`config.mk`:
```
export PLATFORM = sky130hd
export DESIGN_NAME = lane_adder_pipe
export DESIGN_NICKNAME = d
export VERILOG_FILES = /design/src/rtl/lane_adder_pkg.sv /design/src/rtl/lane_adder_tree.sv /design/src/rtl/lane_adder_pipe.sv
export SDC_FILE = /design/constraint.sdc
export NUM_CORES = 2
export LEC_CHECK = 0
export ABC_AREA = 0
export CORE_MARGIN = 5
export CORE_UTILIZATION = 50
export CTS_CLUSTER_SIZE = 12
export DETAILED_ROUTE_END_ITERATION = 10
export PLACE_DENSITY_LB_ADDON = 0.3
export SLEW_MARGIN = 20
export SYNTH_ARGS = -nofsm -noshare
export SYNTH_HDL_FRONTEND = slang
export SYNTH_SLANG_ARGS = --single-unit
export TNS_END_PERCENT = 100
```
`constraint.sdc`:
```
create_clock -name clk -period 3.2 [get_ports clk]
set_input_delay 0.32 -clock clk [delete_from_list [all_inputs] [get_ports clk]]
set_output_delay 0.32 -clock clk [all_outputs]
set_load 0.03 [all_outputs]
```
`src/rtl/lane_adder_pkg.sv`:
```
// lane_adder_pkg: shared constants and helpers for the lane adder pipeline.
//   clog2    - ceiling log2, used to size the tree depth
//   lvl_cnt  - number of terms alive at a given tree level
//   wi_of    - internal width W + clog2(N_OPS) + 1 (exact, no overflow)
//   sat_max / sat_min - signed W-bit saturation bounds
//   `LANE_OP_IDX(l, k, n, w) - bit offset of lane l, operand k in the ops bus
// Optional feature macro (consumed by the top): LANE_ADDER_SAT_COUNT_EN.

`ifndef LANE_OP_IDX
`define LANE_OP_IDX(l, k, n, w) ((((l) * (n)) + (k)) * (w))
`endif

package lane_adder_pkg;

  localparam int unsigned W_DEF     = 6;
  localparam int unsigned N_OPS_DEF = 3;

  // Smallest r with 2**r >= n.
  function automatic int unsigned clog2(input int unsigned n);
    int unsigned r;
    r = 0;
    for (int unsigned i = 0; i < 32; i++) begin
      if ((32'd1 << i) < n) r = i + 1;
    end
    return r;
  endfunction

  // Terms remaining after j pairwise levels of an n-input tree.
  function automatic int unsigned lvl_cnt(input int unsigned n, input int unsigned j);
    return (n + (32'd1 << j) - 32'd1) >> j;
  endfunction

  function automatic int unsigned wi_of(input int unsigned w, input int unsigned n);
    return w + clog2(n) + 1;
  endfunction

  function automatic int sat_max(input int unsigned w);
    return int'((32'd1 << (w - 1)) - 32'd1);
  endfunction

  function automatic int sat_min(input int unsigned w);
    return -int'(32'd1 << (w - 1));
  endfunction

  localparam int unsigned WI_DEF      = wi_of(W_DEF, N_OPS_DEF);
  localparam int          SAT_MAX_DEF = sat_max(W_DEF);
  localparam int          SAT_MIN_DEF = sat_min(W_DEF);

endpackage

```
`src/rtl/lane_adder_tree.sv`:
```
// lane_adder_tree: one lane, N_OPS signed operands summed through a registered
// pairwise tree with saturation on the final level.
//   clk, rst (async active-low), adv (advance enable, holds all stages when 0)
//   sub_mode - negate the last operand before the tree
//   ops      - operand k at [k*W +: W]
//   sum      - saturated W-bit result, registered
//   clip     - (LANE_ADDER_SAT_COUNT_EN only) result of this beat was clipped

module lane_adder_tree
  import lane_adder_pkg::*;
#(
  parameter int unsigned W     = 6,
  parameter int unsigned N_OPS = 3
) (
  input  logic                 clk,
  input  logic                 rst,
  input  logic                 adv,
  input  logic                 sub_mode,
  input  logic [N_OPS*W-1:0]   ops,
  output logic [W-1:0]         sum
`ifdef LANE_ADDER_SAT_COUNT_EN
  ,
  output logic                 clip
`endif
);

  localparam int unsigned D  = clog2(N_OPS);
  localparam int unsigned WI = wi_of(W, N_OPS);
  localparam logic signed [WI-1:0] SMAX = WI'(sat_max(W));
  localparam logic signed [WI-1:0] SMIN = WI'(sat_min(W));

  genvar j, i;

  // Level 0 is combinational (extend/negate); levels 1..D-1 registered;
  // level D is the combinational final add feeding the saturating register.
  for (j = 0; j <= D; j++) begin : g_lvl
    localparam int unsigned CNT = lvl_cnt(N_OPS, j);
    logic signed [WI-1:0] term [CNT];

    if (j == 0) begin : g_in
      for (i = 0; i < CNT; i++) begin : g_op
        logic signed [W-1:0] op;
        assign op = ops[i*W +: W];
        // Negation happens in WI bits so -2**(W-1) negates exactly.
        if (i == N_OPS - 1) begin : g_last
          assign term[i] = sub_mode ? -WI'(op) : WI'(op);
        end else begin : g_plain
          assign term[i] = WI'(op);
        end
      end
    end else begin : g_add
      localparam int unsigned PCNT = lvl_cnt(N_OPS, j - 1);
      for (i = 0; i < CNT; i++) begin : g_node
        logic signed [WI-1:0] nxt;
        if (2 * i + 1 < PCNT) begin : g_pair
          assign nxt = g_lvl[j-1].term[2*i] + g_lvl[j-1].term[2*i+1];
        end else begin : g_pass
          assign nxt = g_lvl[j-1].term[2*i];
        end

        if (j < D) begin : g_reg
          logic signed [WI-1:0] q;
          always_ff @(posedge clk or negedge rst) begin
            if (!rst)     q <= '0;
            else if (adv) q <= nxt;
          end
          assign term[i] = q;
        end else begin : g_fin
          assign term[i] = nxt;
        end
      end
    end
  end

  logic signed [WI-1:0] res;
  logic [W-1:0]         sat_c;
  logic                 clip_c;

  assign res = g_lvl[D].term[0];

  // Clamp the exact result into the W-bit signed range.
  always_comb begin
    sat_c  = res[W-1:0];
    clip_c = 1'b0;
    if (res > SMAX) begin
      sat_c  = SMAX[W-1:0];
      clip_c = 1'b1;
    end else if (res < SMIN) begin
      sat_c  = SMIN[W-1:0];
      clip_c = 1'b1;
    end
  end

`ifdef LANE_ADDER_SAT_COUNT_EN
  always_ff @(posedge clk or negedge rst) begin
    if (!rst) begin
      sum  <= '0;
      clip <= 1'b0;
    end else if (adv) begin
      sum  <= sat_c;
      clip <= clip_c;
    end
  end
`else
  always_ff @(posedge clk or negedge rst) begin
    if (!rst)     sum <= '0;
    else if (adv) sum <= sat_c;
  end
`endif

endmodule

```
`src/rtl/lane_adder_pipe.sv`:
```
// lane_adder_pipe: WC independent lanes of N_OPS-operand saturating adders
// behind a valid/ready handshake with full-pipeline stall.
//   clk, rst (async active-low)
//   in_valid / in_ready   - input beat handshake (in_ready combinational)
//   sub_mode              - per beat: subtract the last operand
//   ops                   - lane l operand k at `LANE_OP_IDX(l, k, N_OPS, W)
//   out_valid / out_ready - result beat handshake
//   sum                   - lane l result at [l*W +: W]
//   sat_cnt               - (LANE_ADDER_SAT_COUNT_EN only) saturating count of
//                           retired beats with at least one clipped lane

module lane_adder_pipe
  import lane_adder_pkg::*;
#(
  parameter int unsigned WC    = 32,
  parameter int unsigned W     = 6,
  parameter int unsigned N_OPS = 3
) (
  input  logic                    clk,
  input  logic                    rst,
  input  logic                    in_valid,
  output logic                    in_ready,
  input  logic                    sub_mode,
  input  logic [WC*N_OPS*W-1:0]   ops,
  output logic                    out_valid,
  input  logic                    out_ready,
  output logic [WC*W-1:0]         sum
`ifdef LANE_ADDER_SAT_COUNT_EN
  ,
  output logic [15:0]             sat_cnt
`endif
);

  localparam int unsigned D = clog2(N_OPS);

  logic         adv;
  logic [D-1:0] vld;

  // Whole pipe moves when the output slot is empty or being drained.
  assign adv       = out_ready | ~out_valid;
  assign in_ready  = adv & rst;
  assign out_valid = vld[D-1];

  // Valid bit shift chain, one bit per tree register level.
  always_ff @(posedge clk or negedge rst) begin
    if (!rst)     vld <= '0;
    else if (adv) vld <= (vld << 1) | D'(in_valid);
  end

`ifdef LANE_ADDER_SAT_COUNT_EN
  logic [WC-1:0] clip_vec;
`endif

  for (genvar l = 0; l < WC; l++) begin : g_lane
    lane_adder_tree #(
      .W     (W),
      .N_OPS (N_OPS)
    ) u_lane (
      .clk      (clk),
      .rst      (rst),
      .adv      (adv),
      .sub_mode (sub_mode),
      .ops      (ops[`LANE_OP_IDX(l, 0, N_OPS, W) +: N_OPS*W]),
      .sum      (sum[l*W +: W])
`ifdef LANE_ADDER_SAT_COUNT_EN
      ,
      .clip     (clip_vec[l])
`endif
    );
  end

`ifdef LANE_ADDER_SAT_COUNT_EN
  // Count clipped beats as they retire; stick at all-ones.
  always_ff @(posedge clk or negedge rst) begin
    if (!rst) begin
      sat_cnt <= '0;
    end else if (out_valid && out_ready && (|clip_vec) && (sat_cnt != 16'hFFFF)) begin
      sat_cnt <= sat_cnt + 16'd1;
    end
  end
`endif

endmodule

```
==> run summary <==
Net Sw Frac -> 0.410
Post-synth top area cell -> dfrtp_1
Ports -> 775
Status -> finished, final reports clean
CTS clk-pin slew, worst paths -> 0.06 ns
CTS Buffer Depth -> 3
Tcrit/Tclk final -> 0.867
Max VDD drop -> 0.378 mV
Cells after Synth -> 5219
Detail Placement HPWL -> 104000 um
Vias/cell -> 5.61
Die W -> 321 um
Final setup violation count -> 0
CTS tree -> done
Final Wtd Congestion -> 0.904
H-tree levels -> 3
Worst min path class -> primary input to async pin
Rel. slew slack -> 0.352
WL per Instance -> 18.2 um
Post-synthesis average cell area -> 9.27 sq um
Post-synth top flop -> dfrtp_1
Maxcap violations -> 0
Synth warnings -> 0
CP most frequent cell -> o31ai_1
DRC Markers -> 0
Power Density -> 754 nW/um^2
# nets final -> 7068
Synth top area share -> 0.365
Fin. Hold Viols -> 0
Final core utilization -> 0.627
Rows -> 114
Startpoint types -> register
# port buffers -> 774
Synthesis-to-layout area growth -> 24.9%
Core Footprint -> 96400 sq um
Worst-Skew Late Latency -> 0.65 ns
FMAX -> 361 MHz
Fillers -> 8124
Die Y-Extent -> 321 um
Worst clock skew -> 0.0226 ns
NetSw -> 18.7 mW
Routed Antenna Nets -> 0
CP peak stage delay -> 0.44 ns
CP Capture Type -> register
FFs w/ async S/R, synth -> 1.00
Critical path type -> register to register
Root Buffer -> clkbuf_16
Crit-path cells -> ha_1, fa_1, a211oi_1, o31ai_2, o31ai_1, xnor2_1, o31ai_1, a311o_1
Pint -> 26.9 mW
Number of iterations in the first detailed-routing pass -> 5
Iteration-0 DRC Markers -> 2587
Setup TNS -> 0 ns
Seq pwr share -> 0.292
Largest net degree at the start of global routing -> 171
Worst Path Arrival -> 3.30 ns
Ranking of synthesized cells by area -> dfrtp_1 (37%), ha_1 (12%), xor2_1 (4.9%), a21oi_1 (4.9%), nand2_1 (4.6%)
Final Cell Area -> 60400 sq um
Slew @ Worst Pin -> 0.971 ns
CTS Buf Count -> 80
Comb pwr share -> 0.501
WHS -> 0.217 ns
RSZ-0062 raised after global routing -> false
First-pass GRT wire length -> 212000 um
Critical-path top delay cell -> fa_1
Total GRT Usage -> 0.251
Seq/Total Area, Yosys -> 0.365
Vias in the first global route -> 41300
Dpl cell area -> 57700 sq um
Initial antenna violation count -> 30
Vias -> 40900
Die area -> 103000 sq um
Register bit total from synthesis -> 706
Syn_nets -> 6344
Clk pwr share -> 0.207
Slew Viols, Final -> 0
Netlist cell types -> 59
Synth Cell Area -> 48400 sq um
LEAKAGE -> 26.3 nW
Share of cells above drive strength 1 -> 0.0482
Crit-path max FO -> 5
Minimum clock period -> 2.77 ns
Drt total wl -> 133000 um
Postcts setup bufs -> 0
CP Data Required Time -> 3.72 ns
Initial Util -> 0.502
Grt total ovfl -> 0
Clk sinks -> 706
Post-synth EDFFs -> 0
==> worst paths after layout <==
path,endpoint,start,slack (ns),cells after the start
worst max-delay path,g_lane[2].u_lane.sum[0]$_DFFE_PN0N_,register,0.43,8
worst min-delay path,async pin,rst,0.22,2
worst max register to register,g_lane[2].u_lane.sum[0]$_DFFE_PN0N_,register,0.43,8
worst min register to register,vld[1]$_DFFE_PN0N_,vld[0]$_DFFE_PN0N_,0.45,1
max in group asynchronous,async pin,rst,1.69,3
min in group clk,vld[0]$_DFFE_PN0N_,in_valid,0.22,3
==> synth_stat cells, types with 19 or more instances <==
master and number:
a21o_1 85, xnor2_1 180, nor2_1 370, o31ai_1 69, inv_1 254, or3_1 39, o211ai_1 56, a31oi_1 22
nor3_1 32, nand2_1 595, and2_1 42, fa_1 64, ha_1 480, a211oi_1 46, o21a_1 101, clkbuf_1 173
xor2_1 273, nand3_1 97, nor2b_1 95, nand2b_1 73, o31ai_2 20, dfrtp_1 706, a2111oi_0 26, mux2i_1 61
a221o_1 71, o22ai_1 19, a311o_1 39, o21bai_1 82, a21oi_1 471, o21ai_0 341
==> power groups by stage <==
stage / combinational [mW] / clock (mW) / sequential, mW
after global placement: 22.2 / 0 / 13.4
after global routing: 25.1 / 10.0 / 13.6
after floorplan: 13.2 / 0 / 15.4
after CTS: 22.9 / 9.64 / 13.3
after detailed placement: 22.8 / 0 / 13.4
final: 22.9 / 9.44 / 13.3
==> area by class of cell <==
type                       instances  area (sq um)  area share
tap                             1276          1600      0.0264
clock inverter                    26           282     0.00466
antenna                           24          60.1    0.000994
inverter                         254           953      0.0158
timing repair buffer             827          8380       0.139
clock buffer                     114          2400      0.0398
sequential                       706         17700       0.292
multi-input combinational       4074         29100       0.481
==> worst max-delay path: cells and delay by family, from the launching register on <==
kind	cells	cell delay (ns)
compound gates	5	1.32
xor+xnor	1	0.24
fa+ha+maj	2	0.70
flops	1	0.40
==> repair_timing <==
item,in CTS,in global routing
hold buffers,1,0
gates resized for setup,0,0
endpoints found under the hold margin,51,0
==> placed cells by master (no fill, tap or decap), types with 64 or more instances in the layout <==
cell type	netlist	final
o21a_1	101	101
inv_1	254	254
xnor2_1	180	180
clkbuf_16	0	83
o21bai_1	82	82
nand3_1	97	97
a21o_1	85	85
dfrtp_1	706	706
o21ai_0	341	341
xor2_1	273	273
nor2_1	370	370
o31ai_1	69	69
fa_1	64	64
a21oi_1	471	471
nor2b_1	95	94
clkdlybuf4s50_1	0	772
a221o_1	71	71
nand2_1	595	595
ha_1	480	480
nand2b_1	73	72
==> state kept, by name, summed over array words and instances, names as in the netlist <==
| name | cells |
|---|---|
| vld | 2 |
| g_lane.u_lane.sum | 192 |
| g_lane.u_lane.g_lvl.g_add.g_node.g_reg.q | 512 |
==> per-layer routing <==
layer,vias up,share of wire,global-route usage,wire length [um]
li1,20100,-,-,-
met1,19700,0.40,0.300,53400
met2,890,0.50,0.445,66300
met3,231,0.065,0.0580,8650
met4,12,0.033,0.0870,4330
met5,-,0.00059,0,78
==> through the flow <==
step | std cells | power (mW) | setup WS, ns
floorplan | 5219 | 28.6 | 0.659
global placement | 7136 | 35.6 | 0.511
detailed placement | 7136 | 36.2 | 0.477
CTS | 7277 | 45.8 | 0.464
global route | 7297 | 48.7 | 0.273
finish | 7301 | 45.6 | 0.426
==> logic make-up after synthesis <==
group / count (synthesis) / share of synthesized area
buffers and inverters: 439 / 0.0343
adder cells (fa/ha/maj): 544 / 0.151
multiplexers: 61 / 0.0126
AND/OR/NAND/NOR: 1433 / 0.136
flip-flops: 706 / 0.365
AO/OA/AOI/OAI: 1583 / 0.220
XOR/XNOR: 453 / 0.0820
Note: power is estimated with default switching activity, not from simulation.
